### config.mk
export PLATFORM = sky130hd
export DESIGN_NAME = regfile_wb_arbiter_flat
export DESIGN_NICKNAME = d
export VERILOG_FILES = /design/src/rtl/regfile_wb_arbiter_if.sv /design/src/rtl/regfile_wb_arbiter.sv /design/src/flat_wrapper.sv
export SDC_FILE = /design/constraint.sdc
export NUM_CORES = 1
export LEC_CHECK = 0
export ABC_AREA = 1
export BUFFER_PORTS_ARGS = -buffer_cell sky130_fd_sc_hd__buf_4
export CAP_MARGIN = 20
export CORE_UTILIZATION = 30
export DETAILED_ROUTE_END_ITERATION = 6
export SETUP_SLACK_MARGIN = 0.02
export SLEW_MARGIN = 10
export SYNTH_ARGS = -nofsm -noshare
export SYNTH_HDL_FRONTEND = slang
export SYNTH_SLANG_ARGS = --single-unit
### constraint.sdc
create_clock -name clock -period 8.8 [get_ports clock]
set_input_delay 0 -clock clock [delete_from_list [all_inputs] [get_ports clock]]
set_output_delay 0 -clock clock [all_outputs]
set_load 0.1 [all_outputs]
### src/rtl/regfile_wb_arbiter_if.sv
// Writeback bus between the two requesters, the arbiter and the register bank write port.
interface regfile_wb_arbiter_if #(
    parameter int DATA_WIDTH = 32,
    parameter int ADDR_WIDTH = 5
);
    logic                       a_valid;
    logic                       a_ready;
    logic [ADDR_WIDTH-1:0]      a_rd;
    logic [DATA_WIDTH-1:0]      a_data;
    logic                       b_valid;
    logic                       b_ready;
    logic [ADDR_WIDTH-1:0]      b_rd;
    logic [DATA_WIDTH-1:0]      b_data;
    logic [ADDR_WIDTH-1:0]      rf_rd;
    logic [DATA_WIDTH-1:0]      rf_writeData;
    logic                       rf_regWrite;
    logic [2**ADDR_WIDTH-1:0]   pending_mask;

    modport master (
        output a_valid, a_rd, a_data, b_valid, b_rd, b_data,
        input  a_ready, b_ready, rf_rd, rf_writeData, rf_regWrite, pending_mask
    );

    modport slave (
        input  a_valid, a_rd, a_data, b_valid, b_rd, b_data,
        output a_ready, b_ready, rf_rd, rf_writeData, rf_regWrite, pending_mask
    );
endinterface

### src/rtl/regfile_wb_arbiter.sv
// Two-requester writeback arbiter for the register bank write port: one-entry buffers,
// oldest-first grant with round-robin tie-break, registered active-low strobe, pending mask.
module regfile_wb_arbiter #(
    parameter int DATA_WIDTH = 32,
    parameter int ADDR_WIDTH = 5
) (
    input  logic                  clock,
    input  logic                  reset,
    regfile_wb_arbiter_if.slave   bus
);
    typedef enum logic {
        BUF_EMPTY = 1'b0,
        BUF_FULL  = 1'b1
    } buf_state_e;

    buf_state_e             r_a_state, r_b_state, w_a_state_nxt, w_b_state_nxt;
    logic [ADDR_WIDTH-1:0]  r_a_rd, r_b_rd;
    logic [DATA_WIDTH-1:0]  r_a_data, r_b_data;
    logic                   r_rr_b;
    logic                   r_age_vld, r_age_b;
    logic                   w_age_vld_nxt, w_age_b_nxt;
    logic [ADDR_WIDTH-1:0]  r_rf_rd;
    logic [DATA_WIDTH-1:0]  r_rf_data;
    logic                   r_rf_we_n;

    logic                   w_a_full, w_b_full;
    logic                   w_grant_a, w_grant_b, w_tie;
    logic                   w_a_ready, w_b_ready;
    logic                   w_load_a, w_load_b;
    logic [2**ADDR_WIDTH-1:0] w_mask;

    // Grant selection over full buffers: age flag first, round-robin only on a same-cycle tie.
    always_comb begin
        w_a_full  = (r_a_state == BUF_FULL);
        w_b_full  = (r_b_state == BUF_FULL);
        w_grant_a = 1'b0;
        w_grant_b = 1'b0;
        w_tie     = 1'b0;
        if (w_a_full && w_b_full) begin
            if (r_age_vld) begin
                w_grant_a = ~r_age_b;
                w_grant_b = r_age_b;
            end else begin
                w_tie     = 1'b1;
                w_grant_a = ~r_rr_b;
                w_grant_b = r_rr_b;
            end
        end else begin
            w_grant_a = w_a_full;
            w_grant_b = w_b_full;
        end
        w_a_ready = ~w_a_full | w_grant_a;
        w_b_ready = ~w_b_full | w_grant_b;
        w_load_a  = bus.a_valid & w_a_ready & (bus.a_rd != {ADDR_WIDTH{1'b0}});
        w_load_b  = bus.b_valid & w_b_ready & (bus.b_rd != {ADDR_WIDTH{1'b0}});
    end

    // Buffer next-state and age tracking; a buffer left waiting while the other refills is older.
    always_comb begin
        w_a_state_nxt = r_a_state;
        w_b_state_nxt = r_b_state;
        case (r_a_state)
            BUF_EMPTY: w_a_state_nxt = w_load_a ? BUF_FULL : BUF_EMPTY;
            BUF_FULL:  w_a_state_nxt = (w_grant_a && !w_load_a) ? BUF_EMPTY : BUF_FULL;
            default:   w_a_state_nxt = BUF_EMPTY;
        endcase
        case (r_b_state)
            BUF_EMPTY: w_b_state_nxt = w_load_b ? BUF_FULL : BUF_EMPTY;
            BUF_FULL:  w_b_state_nxt = (w_grant_b && !w_load_b) ? BUF_EMPTY : BUF_FULL;
            default:   w_b_state_nxt = BUF_EMPTY;
        endcase
        if (w_a_full && !w_grant_a && w_load_b) begin
            w_age_vld_nxt = 1'b1;
            w_age_b_nxt   = 1'b0;
        end else if (w_b_full && !w_grant_b && w_load_a) begin
            w_age_vld_nxt = 1'b1;
            w_age_b_nxt   = 1'b1;
        end else begin
            w_age_vld_nxt = 1'b0;
            w_age_b_nxt   = 1'b0;
        end
    end

    // Buffer contents, arbitration state and the registered write-port stage.
    always_ff @(posedge clock or posedge reset) begin
        if (reset) begin
            r_a_state <= BUF_EMPTY;
            r_b_state <= BUF_EMPTY;
            r_a_rd    <= {ADDR_WIDTH{1'b0}};
            r_b_rd    <= {ADDR_WIDTH{1'b0}};
            r_a_data  <= {DATA_WIDTH{1'b0}};
            r_b_data  <= {DATA_WIDTH{1'b0}};
            r_rr_b    <= 1'b0;
            r_age_vld <= 1'b0;
            r_age_b   <= 1'b0;
            r_rf_rd   <= {ADDR_WIDTH{1'b0}};
            r_rf_data <= {DATA_WIDTH{1'b0}};
            r_rf_we_n <= 1'b1;
        end else begin
            r_a_state <= w_a_state_nxt;
            r_b_state <= w_b_state_nxt;
            r_age_vld <= w_age_vld_nxt;
            r_age_b   <= w_age_b_nxt;
            if (w_tie) begin
                r_rr_b <= ~r_rr_b;
            end
            if (w_load_a) begin
                r_a_rd   <= bus.a_rd;
                r_a_data <= bus.a_data;
            end
            if (w_load_b) begin
                r_b_rd   <= bus.b_rd;
                r_b_data <= bus.b_data;
            end
            if (w_grant_a) begin
                r_rf_rd   <= r_a_rd;
                r_rf_data <= r_a_data;
                r_rf_we_n <= 1'b0;
            end else if (w_grant_b) begin
                r_rf_rd   <= r_b_rd;
                r_rf_data <= r_b_data;
                r_rf_we_n <= 1'b0;
            end else begin
                r_rf_we_n <= 1'b1;
            end
        end
    end

    // Pending-write mask from registered state only.
    always_comb begin
        w_mask = {(2**ADDR_WIDTH){1'b0}};
        if (w_a_full) begin
            w_mask[r_a_rd] = 1'b1;
        end
        if (w_b_full) begin
            w_mask[r_b_rd] = 1'b1;
        end
        if (!r_rf_we_n) begin
            w_mask[r_rf_rd] = 1'b1;
        end
    end

    assign bus.a_ready      = w_a_ready;
    assign bus.b_ready      = w_b_ready;
    assign bus.rf_rd        = r_rf_rd;
    assign bus.rf_writeData = r_rf_data;
    assign bus.rf_regWrite  = r_rf_we_n;
    assign bus.pending_mask = w_mask;
endmodule
### src/flat_wrapper.sv
// flat-port wrapper written by rule: the top's interface ports become plain ports
module regfile_wb_arbiter_flat 
#(
    parameter int DATA_WIDTH = 32,
    parameter int ADDR_WIDTH = 5
)
  (clock, reset, bus_a_valid, bus_a_rd, bus_a_data, bus_b_valid, bus_b_rd, bus_b_data, bus_a_ready, bus_b_ready, bus_rf_rd, bus_rf_writeData, bus_rf_regWrite, bus_pending_mask);
  regfile_wb_arbiter_if #(.DATA_WIDTH(DATA_WIDTH), .ADDR_WIDTH(ADDR_WIDTH)) bus_i ();
  input  logic clock;
  input  logic reset;
  input wire logic [$bits(bus_i.a_valid)-1:0] bus_a_valid;
  input wire logic [$bits(bus_i.a_rd)-1:0] bus_a_rd;
  input wire logic [$bits(bus_i.a_data)-1:0] bus_a_data;
  input wire logic [$bits(bus_i.b_valid)-1:0] bus_b_valid;
  input wire logic [$bits(bus_i.b_rd)-1:0] bus_b_rd;
  input wire logic [$bits(bus_i.b_data)-1:0] bus_b_data;
  output wire logic [$bits(bus_i.a_ready)-1:0] bus_a_ready;
  output wire logic [$bits(bus_i.b_ready)-1:0] bus_b_ready;
  output wire logic [$bits(bus_i.rf_rd)-1:0] bus_rf_rd;
  output wire logic [$bits(bus_i.rf_writeData)-1:0] bus_rf_writeData;
  output wire logic [$bits(bus_i.rf_regWrite)-1:0] bus_rf_regWrite;
  output wire logic [$bits(bus_i.pending_mask)-1:0] bus_pending_mask;
  assign bus_i.a_valid = bus_a_valid;
  assign bus_i.a_rd = bus_a_rd;
  assign bus_i.a_data = bus_a_data;
  assign bus_i.b_valid = bus_b_valid;
  assign bus_i.b_rd = bus_b_rd;
  assign bus_i.b_data = bus_b_data;
  assign bus_a_ready = bus_i.a_ready;
  assign bus_b_ready = bus_i.b_ready;
  assign bus_rf_rd = bus_i.rf_rd;
  assign bus_rf_writeData = bus_i.rf_writeData;
  assign bus_rf_regWrite = bus_i.rf_regWrite;
  assign bus_pending_mask = bus_i.pending_mask;
  regfile_wb_arbiter #(.DATA_WIDTH(DATA_WIDTH), .ADDR_WIDTH(ADDR_WIDTH)) u_core (.clock(clock), .reset(reset), .bus(bus_i));
endmodule
==> results of run 1 <==
## critical path: stages, from the launching register on
cell	delay (ps)
dfrtp_1	480
nand2_2	100
clkinv_2	90
nand3_2	710
nand3_2	910
nand2_1	120
nand2_1	90
## through the flow
step	utilization (%)	setup slack (ps)	total power [uW]	area, sq um	cells
floorplan	-	5701	2125	5734	703
global placement	37.14	6317	2478	6948	1053
detailed placement	37.14	6262	2485	6948	1053
CTS	44.74	6249	3303	8368	1160
global route	44.75	5963	3437	8371	1161
finish	44.75	6213	3280	8371	1161
## layout make-up
class	instances	area, sq um
Clock inverter	8	167.7
Clock buffer	24	501.7
Sequential cell	117	2929
Multi-Input combinational cell	478	2303
Timing Repair Buffer	229	1907
Fill cell	1794	10330
Inverter	70	266.5
Tap cell	234	292.8
Antenna cell	1	2.502
## cell families (layout without fill, tap and decap cells)
| logic type | count (synthesis) | count (layout) | synth area share (%) |
|---|---|---|---|
| flops | 117 | 117 | 51.08 |
| xor+xnor | 1 | 1 | 0.1528 |
| buf+inv | 108 | 331 | 8.880 |
| other cells | 0 | 1 | 0 |
| compound gates | 75 | 75 | 8.008 |
| simple gates | 402 | 402 | 31.88 |
## power by group
group | internal [uW] | total, uW | switching [uW]
combinational | 343 | 1640 | 1300
clock | 539 | 779 | 239
sequential | 719 | 860 | 141
## routing by layer
layer	track usage [%]	up-vias
li1	-	2763
met1	23.48	2601
met2	31.68	179
met3	4.205	11
met4	5.957	0
met5	0	-
## placed cells by master, fill, tap and decap left out, drive strengths merged, types with 11 or more instances in the layout
cell type / Yosys / routed
inv: 69 / 69
o211ai: 17 / 17
clkbuf: 6 / 24
nand4: 38 / 38
dlygate4sd3: 0 / 75
nand2: 237 / 237
o221ai: 11 / 11
nand3: 102 / 102
nor3: 13 / 13
buf: 32 / 154
dfrtp: 116 / 116
o21ai: 43 / 43
## flip-flops by register name (all words and copies together), names as in the netlist
| name | cells |
|---|---|
| u_core.r_age_b | 1 |
| u_core.r_a_rd | 5 |
| u_core.r_a_state | 1 |
| u_core.r_b_state | 1 |
| u_core.r_b_data | 32 |
| u_core.r_b_rd | 5 |
| u_core.r_a_data | 32 |
| u_core.bus.rf_regWrite | 1 |
| u_core.r_rr_b | 1 |
| u_core.r_age_vld | 1 |
| u_core.bus.rf_rd | 5 |
| u_core.bus.rf_writeData | 32 |
## final timing paths
check / startpoint / endpoint / slack, ps / cells past startpoint
worst max-delay path: u_core.r_a_state / u_core.r_b_data[14] / 6210 / 6
worst min-delay path: bus_a_valid / u_core.r_a_data[25] / 50 / 3
worst max register to register: u_core.r_a_state / u_core.r_b_data[14] / 6210 / 6
worst min register to register: u_core.r_b_data[22] / u_core.r_b_data[22] / 470 / 2
max in group asynchronous: reset / u_core.r_a_data[24] / 7270 / 4
min in group asynchronous: reset / u_core.r_a_data[30] / 280 / 3
==> flow_metrics.py, run 1 <==
metrics = {
    "outcome": {
        "status": "complete, no violations",
    },
    "setup_path": {
        "cp.arrival_ps": 2930,
        "startpoint_type": "flop",
        "worstPathRequired_ps": 9150,
        "crit_type": "reg2reg",
        "critPathMaxFanout": 42,
        "endpoint_kind": "flop",
    },
    "floorplan": {
        "fp.dieW_microns": 140.3,
        "initial_core_util_pct": 30.66,
        "ios": 150,
        "core_area_sq_um": 18710,
        "fp.dieH_microns": 140.3,
        "rows": 50,
        "dieArea_sq_um": 19670,
    },
    "drt": {
        "drtAntennaViolNets": 0,
        "dr.pass1.iters": 5,
        "drc": 0,
        "vias_per_cell": 4.784,
        "wl_met2_microns": 8690,
        "routedWlPerCell_microns": 15.01,
        "routed_wirelength_microns": 17420,
        "drt_iter0_drc": 248,
        "met1_length_microns": 7649,
        "met3_length_microns": 936,
        "routed.top_layer": "met4",
        "vias": 5554,
    },
    "cts": {
        "clkTransAtPathRegs_ps": 60,
        "cts_htree_levels": 4,
        "insertion_delay_ps": 410,
        "cts.repair.resized": 0,
        "clock_sinks": 117,
        "clk_path_buf_depth": 2,
        "postCtsSetupRepairBufs": 0,
        "cts_tree": "done",
        "cts_hold_buf": 75,
        "cts-root-buf": "clkbuf_16",
        "cts_made_buffers": 17,
    },
    "placed_design": {
        "place.gp.congestion": 0.9269,
        "portBuffers": 149,
        "dp.final_hpwl_microns": 11210,
    },
    "logic_synthesis": {
        "synth_flop_cell": "dfrtp_1",
        "postSynthCellCount": 703,
        "ys_top_cells_by_area": "dfrtp_1, nand2_1, nand3_1",
        "syn-num-nets": 781,
        "synth_top_area_share_pct": 50.62,
        "postSynthAreaPerCell_sq_um": 8.157,
        "synth_area_sq_um": 5734,
        "synth_top_cell_by_area": "dfrtp_1",
        "synth-seq-cells": 117,
        "synth-edff-count": 0,
        "ys_warn_count": 0,
        "synth_commonest_cells": "nand2_1, dfrtp_1, nand3_1",
        "synthArstFlopShare_pct": 100.0,
        "synthDistinctLibCells": 26,
        "synth_most_common_cell": "nand2_1",
        "yosysSeqAreaShare_pct": 51.08,
    },
    "grt": {
        "grt_max_degree": 64,
        "gr-total-overflow": 0,
        "grt_usage_pct": 18.65,
        "first_global_vias": 5415,
        "grt_pass1_wl_microns": 28570,
        "grt_antenna_before_repair": 1,
    },
    "power_and_ir_drop": {
        "p_leak_uw": 0.004178,
        "peakVddDrop_uv": 206.0,
        "powerDensity_nw_per_um2": 391.8,
    },
    "min_path": {
        "hold_path_class": "in2reg",
    },
    "sta": {
        "holdWs_ps": 48.31,
        "finalSetupTns_ps": 0,
        "slew_viol_final": 0,
        "slew_headroom_pct": 36.37,
        "finalSetupViolations": 0,
        "finalHoldViolCount": 0,
        "skew_ps": 7.203,
        "max_freq_ghz": 0.3866,
        "rsz0062_at_grt": "false",
        "period_minus_slack_ps": 2587,
        "tightest_slew_ps": 953.4,
        "fin_crit_sh_pct": 29.39,
    },
    "finish": {
        "nets": 991,
        "syn_to_final_growth_pct": 45.97,
        "drive_gt1_share_pct": 21.92,
    },
    "job": {
        "drv_cap": 0,
    },
}
No activity file was read; power rests on OpenSTA's default activity.
==> inputs of run 2 (changes only) <==
--- a/config.mk
+++ b/config.mk
@@ -5,7 +5,7 @@
 export SDC_FILE = /design/constraint.sdc
 export NUM_CORES = 1
 export LEC_CHECK = 0
-export ABC_AREA = 1
+export ABC_AREA = 0
 export BUFFER_PORTS_ARGS = -buffer_cell sky130_fd_sc_hd__buf_4
 export CAP_MARGIN = 20
 export CORE_UTILIZATION = 30
==> constraint.sdc (replaced) <==
create_clock -name clock -period 2.1 [get_ports clock]
set_input_delay 0 -clock clock [delete_from_list [all_inputs] [get_ports clock]]
set_output_delay 0 -clock clock [all_outputs]
set_load 0.1 [all_outputs]
==> run 2 against run 1 <==
  * Final cell count is 14% higher
  * Setup slack worse by 6100 ps
  * Largest power group unchanged
  * Clock skew is 1.2 ps lower
  * Cell area is 18% higher
  * Hold slack better by 54 ps
  * Sequential power grew to 4.9 times the previous value
  * Sequential share of layout area is 5.3 points lower
  * Largest cell class is now multi-input gates
  * Count of clock-buffer cells in the layout is 3 higher
==> flow_metrics.py, run 2 <==
metrics = {
    "logic_synthesis": {
        "synthAdderAreaFrac_pct": 0,
        "muxShareOfSynthArea_pct": 0.5251,
        "postSynthCellCount": 803,
        "synth_compound_area_share_pct": 28.57,
        "ys_top_cells_by_area": "dfrtp_1, o211ai_1, a31oi_1",
        "syn-num-nets": 881,
        "synth_top_family_by_area": "compound AO/OA/AOI/OAI gates",
        "synth_area_sq_um": 7148,
        "synth-seq-cells": 117,
        "synth_top_cell_by_area": "dfrtp_1",
        "synth_flop_cell": "dfrtp_1",
        "synthDistinctLibCells": 37,
        "synth_most_common_cell": "dfrtp_1",
        "ys_warn_count": 0,
        "synth_simple_gate_area_share_pct": 23.46,
        "synth_commonest_cells": "dfrtp_1, a31oi_1, nand3_1, nor2b_1, o211ai_1",
        "postSynthAreaPerCell_sq_um": 8.902,
        "synth_top_area_share_pct": 40.61,
        "synth-edff-count": 0,
        "yosysSeqAreaShare_pct": 40.98,
        "synthArstFlopShare_pct": 100.0,
        "synth-xor-area-share_pct": 0.1225,
    },
    "setup_path": {
        "slowest_stage": "a222oi_1",
        "crit_type": "reg2out",
        "r2r_cells": 4,
        "critPathMaxFanout": 9,
        "startpoint": "u_core.r_b_state",
        "path_depth": 5,
        "r2r_slack_ps": 360,
        "endpoint_kind": "primary output",
        "worstPathRequired_ps": 2100,
        "startpoint_type": "flop",
        "slowest_delay_ps": 420,
        "cp.arrival_ps": 2010,
        "path_buf_inv": 3,
        "path_cells": "buf_4, and3_2, a222oi_1, inv_1, buf_6",
        "endpoint": "bus_pending_mask[27]",
        "critical_path.top_delay_family": "buffers and inverters",
        "timing.rr.end": "u_core.r_a_data[31]",
        "r2r_start": "u_core.r_age_vld",
    },
    "cts": {
        "cts_htree_levels": 4,
        "insertion_delay_ps": 410,
        "clock_sinks": 117,
        "postCtsSetupRepairBufs": 0,
        "clk_path_buf_depth": 2,
        "cts_tree": "done",
        "clkTransAtPathRegs_ps": 50,
        "cts-root-buf": "clkbuf_16",
        "cts_made_buffers": 17,
    },
    "drt": {
        "drt_iter0_drc": 578,
        "drc": 0,
        "routedWlPerCell_microns": 18.54,
        "vias": 7175,
        "vias_per_cell": 5.444,
        "drtAntennaViolNets": 0,
        "dr.pass1.iters": 5,
        "routed_wirelength_microns": 24430,
    },
    "placed_design": {
        "portBuffers": 149,
        "place.gp.congestion": 0.8496,
        "dpl_worst_slack_ps": 78.21,
        "dp.final_hpwl_microns": 15130,
    },
    "sta": {
        "fin_crit_sh_pct": 95.87,
        "period_minus_slack_ps": 2013,
        "max_freq_ghz": 0.4967,
        "holdWs_ps": 102.2,
        "finalHoldViolCount": 0,
        "finalSetupViolations": 0,
        "setup_ws_ps": 86.73,
        "skew_ps": 5.976,
        "rsz0062_at_grt": "false",
        "slew_viol_final": 0,
        "slew_headroom_pct": 53.70,
        "finalSetupTns_ps": 0,
        "tightest_slew_ps": 693.7,
    },
    "grt": {
        "grt_max_degree": 87,
        "grt_pass1_wl_microns": 38840,
        "gr-total-overflow": 0,
        "grt_usage_pct": 20.38,
        "first_global_vias": 6897,
        "grt_antenna_before_repair": 0,
    },
    "floorplan": {
        "core_area_sq_um": 23400,
        "dieArea_sq_um": 24450,
        "initial_core_util_pct": 30.54,
        "fp.dieW_microns": 156.4,
        "rows": 56,
        "ios": 150,
        "fp.dieH_microns": 156.4,
    },
    "job": {
        "drv_cap": 0,
    },
    "finish": {
        "register_area_sq_um": 2937,
        "final_common_cell": "buf_4",
        "drive_gt1_share_pct": 23.42,
        "fill_cells": 2328,
        "mostFrequentLayoutCells": "buf_4, dfrtp_1",
        "multi_input_area_sq_um": 3821,
        "nets": 1065,
        "diodes": 0,
        "syn_to_final_growth_pct": 38.39,
    },
    "power_and_ir_drop": {
        "p_leak_uw": 0.004133,
        "peakVddDrop_uv": 804.5,
        "powerDensity_nw_per_um2": 1553,
    },
    "min_path": {
        "hold_path_depth": 4,
        "hold_path_class": "in2reg",
    },
    "outcome": {
        "status": "complete, no violations",
    },
}
run 2: repair_timing:
item | CTS | global route
hold buffers | 73 | 0
resized for setup | 0 | 12
hold endpoints to repair | 188 | 0
endpoints found under the setup margin | 0 | 19
run 2: cell type report:
cell class / instances / share of cell area, %
Multi-Input combinational cell: 587 / 38.63
Sequential cell: 117 / 29.69
Timing Repair Buffer: 248 / 21.62
Clock buffer: 27 / 5.186
Tap cell: 319 / 4.035
Inverter: 16 / 0.6451
Clock inverter: 4 / 0.2024
run 2: where the power goes:
group | leakage (uW) | total (uW) | switching (uW) | internal [uW]
combinational | 0.00245 | 8510 | 6120 | 2390
clock | 0.000267 | 2650 | 1000 | 1650
sequential | 0.00141 | 4200 | 1030 | 3160
total | 0.00413 | 15400 | 8150 | 7210
run 2: layer usage:
metal	vias up	global-route usage, %	wire length [microns]
li1	3377	-	-
met5	-	0	0
met2	272	31.38	10900
met3	31	3.739	1385
met1	3495	28.62	11650
met4	0	6.769	495
run 2: worst min-delay path: cells and delay by family:
| family | cells | cell delay (ps) |
|---|---|---|
| AOI/OAI and AO/OA | 2 | 120 |
| and+or+nand+nor | 1 | 140 |
| buffers and inverters | 1 | 220 |
run 2: logic make-up after synthesis:
family	Yosys count
xor+xnor	1
buf+inv	99
mux	2
compound gates	289
simple gates	295
flops	117
run 2: through the flow:
step                power (uW)  cell area, sq um  utilization, %  instances
finish                   15360              9892           42.27       1318
global route             16060              9892           42.27       1318
CTS                      15250              9787           41.82       1316
detailed placement       12480              8523           36.42       1212
global placement         12350              8523           36.42       1212
floorplan                10480              7166               -        803
run 2: worst min path at each step:
stage,start,end,slack (ps)
after global routing,bus_a_valid,u_core.r_a_data[15],110
after floorplan,bus_b_rd[0],u_core.r_b_state,150
after global placement,reset,u_core.r_a_data[28],170
after CTS,bus_a_valid,u_core.r_a_data[12],90
after detailed placement,reset,u_core.r_a_data[28],180
final,bus_a_valid,u_core.r_a_data[12],100
